## src/rtl/move_sequencer.sv

```systemverilog
// Turn-based move controller: turns mouse clicks into board pick/place strobes,
// gates placement with the generator's legal-move mask and detects king capture.
module move_sequencer #(
    parameter int GEN_TIMEOUT = 255,
    parameter int TO_W        = 8
) (
    input  logic        i_clk,
    input  logic        i_rst,
    input  logic        i_click,
    input  logic [5:0]  i_cursor_pos,
    input  logic [3:0]  i_square_code,
    input  logic        i_moves_valid,
    input  logic [63:0] i_possible_moves,
    output logic        o_pick_piece,
    output logic        o_place_piece,
    output logic [5:0]  o_figure_position,
    output logic        o_gen_start,
    output logic [5:0]  o_src_pos,
    output logic [63:0] o_moves_mask,
    output logic        o_turn,
    output logic        o_game_over,
    output logic        o_winner
);

    typedef enum logic [2:0] {
        S_SELECT,
        S_PICK,
        S_GEN,
        S_TARGET,
        S_PLACE,
        S_CANCEL,
        S_OVER
    } state_t;

    localparam logic [TO_W-1:0] TO_LOAD = TO_W'(GEN_TIMEOUT - 1);
    localparam logic [3:0]      WHITE_KING = 4'd6;
    localparam logic [3:0]      BLACK_KING = 4'd12;

    state_t          r_state;
    logic [TO_W-1:0] r_cnt;
    logic [5:0]      r_dst;
    logic [3:0]      r_captured;

    logic w_white_piece;
    logic w_black_piece;
    logic w_own_piece;
    logic w_in_mask;
    logic w_king_taken;

    assign w_white_piece = (i_square_code >= 4'd1) && (i_square_code <= 4'd6);
    assign w_black_piece = (i_square_code >= 4'd7) && (i_square_code <= 4'd12);
    assign w_own_piece   = o_turn ? w_black_piece : w_white_piece;
    assign w_in_mask     = o_moves_mask[i_cursor_pos];
    assign w_king_taken  = (r_captured == WHITE_KING) || (r_captured == BLACK_KING);

    // Generator wait is a down-counter loaded in PICK; zero is the terminal count.
    always_ff @(posedge i_clk or posedge i_rst) begin
        if (i_rst) begin
            r_state           <= S_SELECT;
            r_cnt             <= '0;
            r_dst             <= '0;
            r_captured        <= '0;
            o_pick_piece      <= 1'b0;
            o_place_piece     <= 1'b0;
            o_figure_position <= '0;
            o_gen_start       <= 1'b0;
            o_src_pos         <= '0;
            o_moves_mask      <= '0;
            o_turn            <= 1'b0;
            o_game_over       <= 1'b0;
            o_winner          <= 1'b0;
        end else begin
            o_pick_piece  <= 1'b0;
            o_place_piece <= 1'b0;
            o_gen_start   <= 1'b0;
            unique case (r_state)
                S_SELECT: begin
                    if (i_click && w_own_piece) begin
                        o_src_pos <= i_cursor_pos;
                        r_state   <= S_PICK;
                    end
                end
                S_PICK: begin
                    o_pick_piece      <= 1'b1;
                    o_figure_position <= o_src_pos;
                    o_gen_start       <= 1'b1;
                    r_cnt             <= TO_LOAD;
                    r_state           <= S_GEN;
                end
                S_GEN: begin
                    if (i_moves_valid) begin
                        o_moves_mask <= i_possible_moves;
                        r_state      <= S_TARGET;
                    end else if (r_cnt == '0) begin
                        r_state <= S_CANCEL;
                    end else begin
                        r_cnt <= r_cnt - TO_W'(1);
                    end
                end
                S_TARGET: begin
                    if (i_click) begin
                        if (i_cursor_pos == o_src_pos) begin
                            r_state <= S_CANCEL;
                        end else if (w_in_mask) begin
                            r_dst      <= i_cursor_pos;
                            r_captured <= i_square_code;
                            r_state    <= S_PLACE;
                        end
                    end
                end
                S_PLACE: begin
                    o_place_piece     <= 1'b1;
                    o_figure_position <= r_dst;
                    o_moves_mask      <= '0;
                    o_turn            <= ~o_turn;
                    if (w_king_taken) begin
                        o_game_over <= 1'b1;
                        o_winner    <= o_turn;
                        r_state     <= S_OVER;
                    end else begin
                        r_state <= S_SELECT;
                    end
                end
                S_CANCEL: begin
                    o_place_piece     <= 1'b1;
                    o_figure_position <= o_src_pos;
                    o_moves_mask      <= '0;
                    r_state           <= S_SELECT;
                end
                S_OVER: begin
                    r_state <= S_OVER;
                end
                default: begin
                    r_state <= S_SELECT;
                end
            endcase
        end
    end

endmodule

```

## config.mk

```make
export PLATFORM = sky130hd
export DESIGN_NAME = move_sequencer
export DESIGN_NICKNAME = d
export VERILOG_FILES = /design/src/rtl/move_sequencer.sv
export SDC_FILE = /design/constraint.sdc
export NUM_CORES = 1
export LEC_CHECK = 0
export BUFFER_PORTS_ARGS = -buffer_cell sky130_fd_sc_hd__buf_2
export CAP_MARGIN = 20
export CORE_ASPECT_RATIO = 2
export CORE_UTILIZATION = 25
export DETAILED_ROUTE_END_ITERATION = 12
export GPL_TIMING_DRIVEN = 0
export PLACE_DENSITY_LB_ADDON = 0.25
export SYNTH_ARGS = -nofsm -noshare
export SYNTH_HDL_FRONTEND = slang
export SYNTH_SLANG_ARGS = --single-unit
```

## constraint.sdc

```tcl
create_clock -name i_clk -period 4.4 [get_ports i_clk]
set_clock_uncertainty 0.15 [all_clocks]
set_input_delay 0.88 -clock i_clk [delete_from_list [all_inputs] [get_ports i_clk]]
set_output_delay 0.88 -clock i_clk [all_outputs]
set_load 0.01 [all_outputs]
```

## After elaboration in Yosys (flattened, before gate mapping)

Cells that the tools add are included.
W data, S select, Z words.

- Bitwise operators: 2
- Shift-type cells: 0
- $mul: 0
- Equal/unequal tests: 16
- $add $sub $neg: 1
- Div/mod/pow operators: 0
- Multiplexer cells: 19
- Reduce and logical (&&, ||, !) cells: 17
- Order comparisons: 5

Operator list:

| operator | number |
|---|---|
| $pmux W64 S2 | 1 |
| $mux W64 | 1 |
| $mux W3 | 7 |
| $pmux W3 S6 | 1 |
| $mux W8 | 2 |
| $pmux W8 S2 | 1 |
| $pmux W6 S2 | 1 |
| $ne A2 B2 Y1 const B | 5 |
| $eq A3 B3 Y1 const B | 3 |
| $logic_not A8 Y1 | 1 |
| $reduce_and A4 Y1 | 2 |
| $sub A8 B1 Y8 const B | 1 |
| $lt A6 B7 Y1 const B | 1 |
| $bmux W1 S6 | 1 |
| $eq A3 B2 Y1 const B | 2 |
| $eq A6 B6 Y1 | 1 |
| $ne A3 B3 Y1 const B | 2 |
| $reduce_and A2 Y1 | 3 |
| $reduce_bool A2 Y1 | 3 |
| $eq A4 B3 Y1 const B | 1 |
| $eq A4 B4 Y1 const B | 1 |
| $ge A4 B1 Y1 const B | 1 |
| $ge A4 B3 Y1 const B | 1 |
| $le A4 B3 Y1 const B | 1 |
| 9 further kinds | 16 |

- Bits in writable memories: 0
- Input port bits: 78
- Memories kept: 0
- Bits in read-only memories: 0
- Logic and storage cells: 72
- Bits in latches: 0
- Flip-flop bits (word level): 102

## Longest topological paths before layout

Gate-level depths: netlist (run 1).

- Word-level depth: 6
- Depth in mapped cells: 9

## Worst setup path after synthesis (run 1)

No wires, ideal clock.

- Path kind: input-to-reg
- From: in i_cursor_pos[3]
- To: reg r_captured[0]
- Setup slack: 1501 ps
- Buffers on the path: 1
- Arrival time: 2625 ps
- Stages on the path: 7
- Cells stage by stage: clkbuf_1 > xnor2_1 > nand4_1 > o311a_1 > and3_1 > a32oi_4 > mux2_2

- Cells in the longest elaborated chain, start to end: 3

Ends and longest elaborated chain:

| item | line | RTL |
|---|---|---|
| start: declaration | 10 | `input logic [5:0] i_cursor_pos,` |
| $bmux W1 S6 / $eq A6 B6 Y1 (equally long branches) | 53, 102 |  |
| $mux W1 (implied by the code) / $not A1 Y1 (equally long branches) | - |  |
| $reduce_and A4 Y1 (no source line) (*) | - |  |
| end signal: assignment | 106 | `r_captured <= i_square_code;` |
| end: declaration | 42 | `logic [3:0] r_captured;` |

Every way passes the cells marked *; elsewhere a longest branch is shown, timed or not. The select of a mux whose other input is x is not followed.
A chain may end at the register's enable or synchronous reset.

## Worst setup path in the final report (run 1)

- From: in i_cursor_pos[1]
- To: reg r_captured[2]

The elaborated chain is that of the path after synthesis.

==> results of run 1 <==
[how the worst max path moves through the flow]
| stage | to | slack (ns) | depth (start not counted) |
|---|---|---|---|
| 3_3_place_gp | o_moves_mask[26]$_DFFE_PP0P_ | -0.82 | 2 |
| 4_1_cts | r_captured[2]$_DFFE_PP0P_ | 1.27 | 7 |
| 5_1_grt | r_captured[1]$_DFFE_PP0P_ | 1.09 | 7 |
| 3_5_place_dp | r_dst[1]$_DFFE_PP0P_ | 0.87 | 7 |
| 2_1_floorplan | o_figure_position[0]$_DFFE_PP0P_ | 0.69 | 1 |
| 6_report | r_captured[2]$_DFFE_PP0P_ | 1.26 | 7 |
[final cells by class]
class | instances | area [um2]
timing repair buffer | 156 | 803
clock inverter | 4 | 47.5
buffer | 38 | 193
multi-input combinational | 383 | 2280
fill | 2130 | 13400
tap | 262 | 328
inverter | 5 | 21.3
clock buffer | 11 | 243
sequential | 102 | 2550
[power groups by stage]
stage	Combinational [mW]	Sequential, mW	Clock, mW
after floorplan	0.887	1.85	0
after global placement	1.77	1.78	0
after detailed placement	1.78	1.78	0
after CTS	1.79	1.77	0.847
after global routing	1.98	1.83	0.883
final	1.75	1.76	0.816
[flip-flops by register name (all words and copies together), names as in the netlist]
name               flops
o_figure_position      6
o_game_over            1
o_gen_start            1
o_moves_mask          64
o_place_piece          1
o_src_pos              6
o_turn                 1
o_winner               1
r_captured             4
r_cnt                  8
r_dst                  6
r_state                3
[metal layers]
layer	track usage, %	vias to the layer above	routed length [um]
li1	-	2170	-
met1	18.4	2092	6160
met2	32.4	125	9630
met3	3.34	15	722
met4	5.82	0	301
met5	0	-	0
[critical path, cell delays in order]
cell      delay (ns)
buf_2           0.15
nor2_1          0.59
a22oi_1         0.19
a211oi_1        0.34
nor4_2          0.16
a32oi_4         0.51
mux2_2          0.39
[through the flow]
| stage | setup TNS, ns | setup slack, ns |
|---|---|---|
| 2_1_floorplan | 0 | 0.695 |
| 3_3_place_gp | -81.75 | -0.818 |
| 3_5_place_dp | 0 | 0.868 |
| 4_1_cts | 0 | 1.27 |
| 5_1_grt | 0 | 1.09 |
| 6_report | 0 | 1.26 |
[cells by family after synthesis]
kind of cell,after synthesis
adders and majority gates,2
buffers and inverters,43
muxes,48
AOI/OAI and AO/OA,127
xor gates and xnor gates,10
and+or+nand+nor,196
DFF,102
[placed cells by master, fill, tap and decap left out, types with 3 or more instances in the layout]
| master | n |
|---|---|
| nand3_1 | 3 |
| nor2_1 | 7 |
| o21ai_0 | 75 |
| clkbuf_16 | 9 |
| nor2b_1 | 7 |
| a31oi_1 | 3 |
| nor3_1 | 4 |
| xor2_1 | 4 |
| clkbuf_1 | 29 |
| a22oi_1 | 20 |
| nand2b_1 | 8 |
| and3_1 | 4 |
| inv_1 | 4 |
| xnor2_1 | 6 |
| buf_2 | 156 |
| a21oi_1 | 15 |
| nand2_1 | 140 |
| mux2_2 | 16 |
| dfrtp_1 | 102 |
| mux2i_1 | 32 |
==> impl_metrics.toml, run 1 <==
[layout]
fin_util_pct = 32.6
fin_cells = 961
finalNetCount = 775
fin_area_um2 = 6470
synthToLayoutAreaGrowth_pct = 28.2
drive_gt1_share_pct = 29.0
insertedDiodeCount = 0

[detailed_routing]
wl_um = 16800
wl_per_cell_um = 17.5
viasPerCell = 4.58
vias = 4402
drt-pass1-iter-count = 6
drc = 0
first_iter_violations = 139
ant_nets = 0

[worst_setup_path]
crit_type = "in -> reg"
cp-start-kind = "input port"
rr_startpoint = "r_state[1]$_DFFE_PP0P_"
r2r_slack_ns = 1.58
worst_ep_arrival_time_ns = 3.23
required_ns = 4.49
startpoint = "i_cursor_pos[1]"
r2r_end = "o_moves_mask[5]$_DFFE_PP0P_"
crit_path_end_kind = "flip-flop"
crit_fanout = 9
ff2ff_path_depth = 7

[run_status]
run_status = "finished, final reports clean"

[clocking]
clock_sinks = 102
cts-root-buf = "clkbuf_16"
post_cts_buffers = 0
ctsResizeCount = 0
htreeDepth = 3
clk_pin_slew_ns = 0.06
cts.hold.buffers_added = 0
tritoncts = "done"
worstSkewPairLatency_ns = 0.36
clockBufferDepth = 2
cts_buffers = 9

[sta]
fin_crit_sh_pct = 71.4
finalHoldWorstSlack_ns = 0.321
max_slew_margin_pct = 48.5
min_period_ns = 3.14
setup_violations = 0
rsz0062_at_grt = "no"
slew_viol_final = 0
worst_slew_pin_slew_ns = 0.765
hold_viol_final = 0
fmax_ghz = 0.318

[power]
p_clk_share_pct = 18.9
power.leakage_nw = 3.08
comb_power_share_pct = 40.4
p_total_mw = 4.32
swShare_pct = 40.7
p_int_mw = 2.56
peakVddDrop_uv = 190
power.switching_mw = 1.76
pwr-share-seq_pct = 40.7
power_density_nw_per_um2 = 668

[die]
die_h_um = 203
coreArea_um2 = 19800
die_w_um = 102
core.rowCount = 73
num_io_pins = 160
initial_core_util_pct = 25.5
die_area_um2 = 20800

[global_route]
grtUsageTotal_pct = 17.2
grt_remaining_overflow = 0
grt_pass1_vias = 4603
grt_max_degree = 58
grt_pass1_wl_um = 26300
antenna_found_initial = 1

[synthesis]
ys_seq_area_share_pct = 50.6
synthCells = 528
synth_most_common_cell = "nand2_1"
synth_compound_area_share_pct = 15.0
synth_flop_cell = "dfrtp_1"
postSynth.asyncResetShare_pct = 100
synth_area_um2 = 5040
syn_nets = 608
synth_area_leaders = "dfrtp_1, nand2_1, o21ai_0"
synth_top_family_by_area = "simple AND/OR/NAND/NOR gates"
synth-simple-area-share_pct = 18.0
synth_xor_area_share_pct = 1.74
synthMuxAreaShare_pct = 9.92
yosys-top-cells-count = "nand2_1, dfrtp_1, o21ai_0, mux2i_1, clkbuf_1"
avgSynthCellArea_um2 = 9.55
synth_edf_count = 0
synthAdderAreaFrac_pct = 0.496
ys_seq_elements = 102
synth.distinct_cells = 54
yosysWarnings = 0
yosys.area.top_type_share_pct = 50.6
yosysTopAreaCell = "dfrtp_1"

[worst_hold_path]
hold_path.class = "reg -> reg"
hp-start = "o_game_over$_DFFE_PP0P_"
whs_endpoint = "o_game_over$_DFFE_PP0P_"
hold_depth = 1

[place]
gp_congestion = 0.788
dp.cells = 946
dp_hpwl_um = 12900
portBuffers = 155
place_area_um2 = 6180

[run]
drv_cap = 0
No activity file was read; power rests on OpenSTA's default activity.
==> run 2: changes to the inputs <==
Settings changed: ABC_AREA set to 1.
Clock period 4.4 ns to 3.2 ns, I/O delays scaled along.
==> impl_metrics.toml, run 2 <==
[run_status]
run_status = "finished, final reports clean"

[worst_setup_path]
ff2ff_path_depth = 7
r2r_slack_ns = 1.06
worst_ep_arrival_time_ns = 2.28
cp-start-kind = "flip-flop"
crit_fanout = 10
required_ns = 3.34
r2r_end = "o_moves_mask[12]$_DFFE_PP0P_"
crit_type = "reg -> reg"
rr_startpoint = "r_state[2]$_DFFE_PP0P_"
crit_path_end_kind = "flip-flop"

[detailed_routing]
wl_um = 17500
ant_nets = 0
drc = 0
viasPerCell = 4.51
wl_per_cell_um = 16.1
vias = 4887
drt-pass1-iter-count = 4
first_iter_violations = 189

[place]
dp_hpwl_um = 14100
dp_slack_ns = 0.743
dp.cells = 1068
portBuffers = 156
gp_congestion = 0.799

[sta]
post-route-worst-setup-slack_ns = 1.06
fin_crit_sh_pct = 67.0
rsz0062_at_grt = "no"
worst_slew_pin_slew_ns = 0.734
slew_viol_final = 0
fmax_ghz = 0.467
hold_viol_final = 0
min_period_ns = 2.14
setup_violations = 0
tns_ns = 0
max_slew_margin_pct = 51.0

[clocking]
cts.hold.buffers_added = 0
ctsResizeCount = 0
htreeDepth = 3
clk_pin_slew_ns = 0.07
tritoncts = "done"
clock_sinks = 102
post_cts_buffers = 0
cts_buffers = 9
worstSkewPairLatency_ns = 0.35
cts-root-buf = "clkbuf_16"
clockBufferDepth = 2

[synthesis]
synth.distinct_cells = 30
synth_area_leaders = "dfrtp_1, nand2_1, nand3_1"
synth_edf_count = 0
synth_most_common_cell = "nand2_1"
ys_seq_area_share_pct = 50.3
yosysTopAreaCell = "dfrtp_1"
synth_flop_cell = "dfrtp_1"
avgSynthCellArea_um2 = 7.84
postSynth.asyncResetShare_pct = 100
synthCells = 648
yosys.area.top_type_share_pct = 50.3
synth_area_um2 = 5080
yosysWarnings = 0
ys_seq_elements = 102
syn_nets = 728
yosys-top-cells-count = "nand2_1, nand3_1, dfrtp_1, inv_1, nor2_1"

[die]
core.rowCount = 73
coreArea_um2 = 19900
num_io_pins = 160
die_area_um2 = 20900
die_h_um = 204
die_w_um = 103
initial_core_util_pct = 25.5

[layout]
regArea_um2 = 2550
reg.largest.list = "o_moves_mask x64, r_cnt x8"
drive_gt1_share_pct = 25.4
multi_input_area_um2 = 2130
final_common_cell = "nand2_1"
insertedDiodeCount = 0
largest_register = "o_moves_mask"
fin_cells = 1084
finalNetCount = 897
fillers = 2284
fin_util_pct = 32.8
layout_common_cells = "nand2_1, buf_2, nand3_1"
largest_reg_flops = 64
synthToLayoutAreaGrowth_pct = 28.5

[global_route]
grtUsageTotal_pct = 17.6
grt_max_degree = 38
grt_remaining_overflow = 0
grt_pass1_vias = 4974
grt_pass1_wl_um = 27000
antenna_found_initial = 1

[power]
power.leakage_nw = 3.51
power_density_nw_per_um2 = 860
peakVddDrop_uv = 292

[worst_hold_path]
hold_path.class = "in -> async"

[run]
drv_cap = 0
run 2: cell types whose count changed after synthesis, moves of 9 or more:
cell	delta
mux2i_1	-32
mux2_2	-16
inv_1	+24
a21oi_1	-11
buf_6	+9
nand2_1	+113
o21ai_1	+13
nand3_1	+126
clkbuf_1	-17
a22oi_1	-20
o21ai_0	-57
nor2_1	+13
run 2: worst max path at each step:
| stage | slack, ns | start | end |
|---|---|---|---|
| 3_3_place_gp | 0.36 | i_rst | o_moves_mask[36]$_DFFE_PP0P_ |
| 6_report | 1.06 | r_state[2]$_DFFE_PP0P_ | o_moves_mask[12]$_DFFE_PP0P_ |
| 5_1_grt | 0.90 | r_state[2]$_DFFE_PP0P_ | o_moves_mask[40]$_DFFE_PP0P_ |
| 2_1_floorplan | 1.19 | i_rst | o_figure_position[0]$_DFFE_PP0P_ |
| 4_1_cts | 0.96 | r_state[2]$_DFFE_PP0P_ | o_moves_mask[6]$_DFFE_PP0P_ |
| 3_5_place_dp | 0.74 | i_square_code[2] | o_src_pos[2]$_DFFE_PP0P_ |
run 2: cell type report:
type | count | area share, %
plain buffers | 37 | 3.93
clock buffers | 11 | 3.57
clock inverters | 5 | 0.921
inverters | 36 | 2.24
multi-input cells | 473 | 32.6
flip-flops and latches | 102 | 39.1
well taps | 262 | 5.03
repair buffers | 158 | 12.6
run 2: logic make-up after synthesis:
group	count (synthesis)	synth area share, %
AND/OR/NAND/NOR	419	35.4
AO/OA/AOI/OAI	46	4.95
buffers and inverters	73	7.86
XOR/XNOR	6	1.03
flip-flops	102	50.3
adder cells (fa/ha/maj)	2	0.493
run 2: power breakdown:
part           leakage (nW)  internal [mW]  switching [mW]
clock network         0.140          0.609           0.499
registers              1.28           1.80           0.446
logic                  2.10          0.870            1.38
total                  3.51           3.28            2.33
run 2: routing by layer:
metal  track usage (%)  vias up  routed length, um
met2              35.3       96              10400
li1                  -     2437                  -
met3              2.54       25                526
met5                 0        -                 14
met4              6.59        2                420
met1              17.3     2327               6130
run 2: per-stage QoR:
step           hold WS [ns]  power [mW]  area (um2)
2_1_floorplan         0.302        3.58        5080
3_3_place_gp          0.305        4.54        6190
3_5_place_dp          0.308        4.58        6230
4_1_cts               0.277        5.69        6520
5_1_grt               0.316        6.06        6520
6_report              0.258        5.61        6520
run 2: critical path: stages, from the launching register on:
cell and delay [ns]:
dfrtp_1 0.48, inv_1 0.13, nor2_1 0.08, inv_1 0.07, clkbuf_1 0.48, buf_1 0.46
nand3_1 0.13, nand2_1 0.09
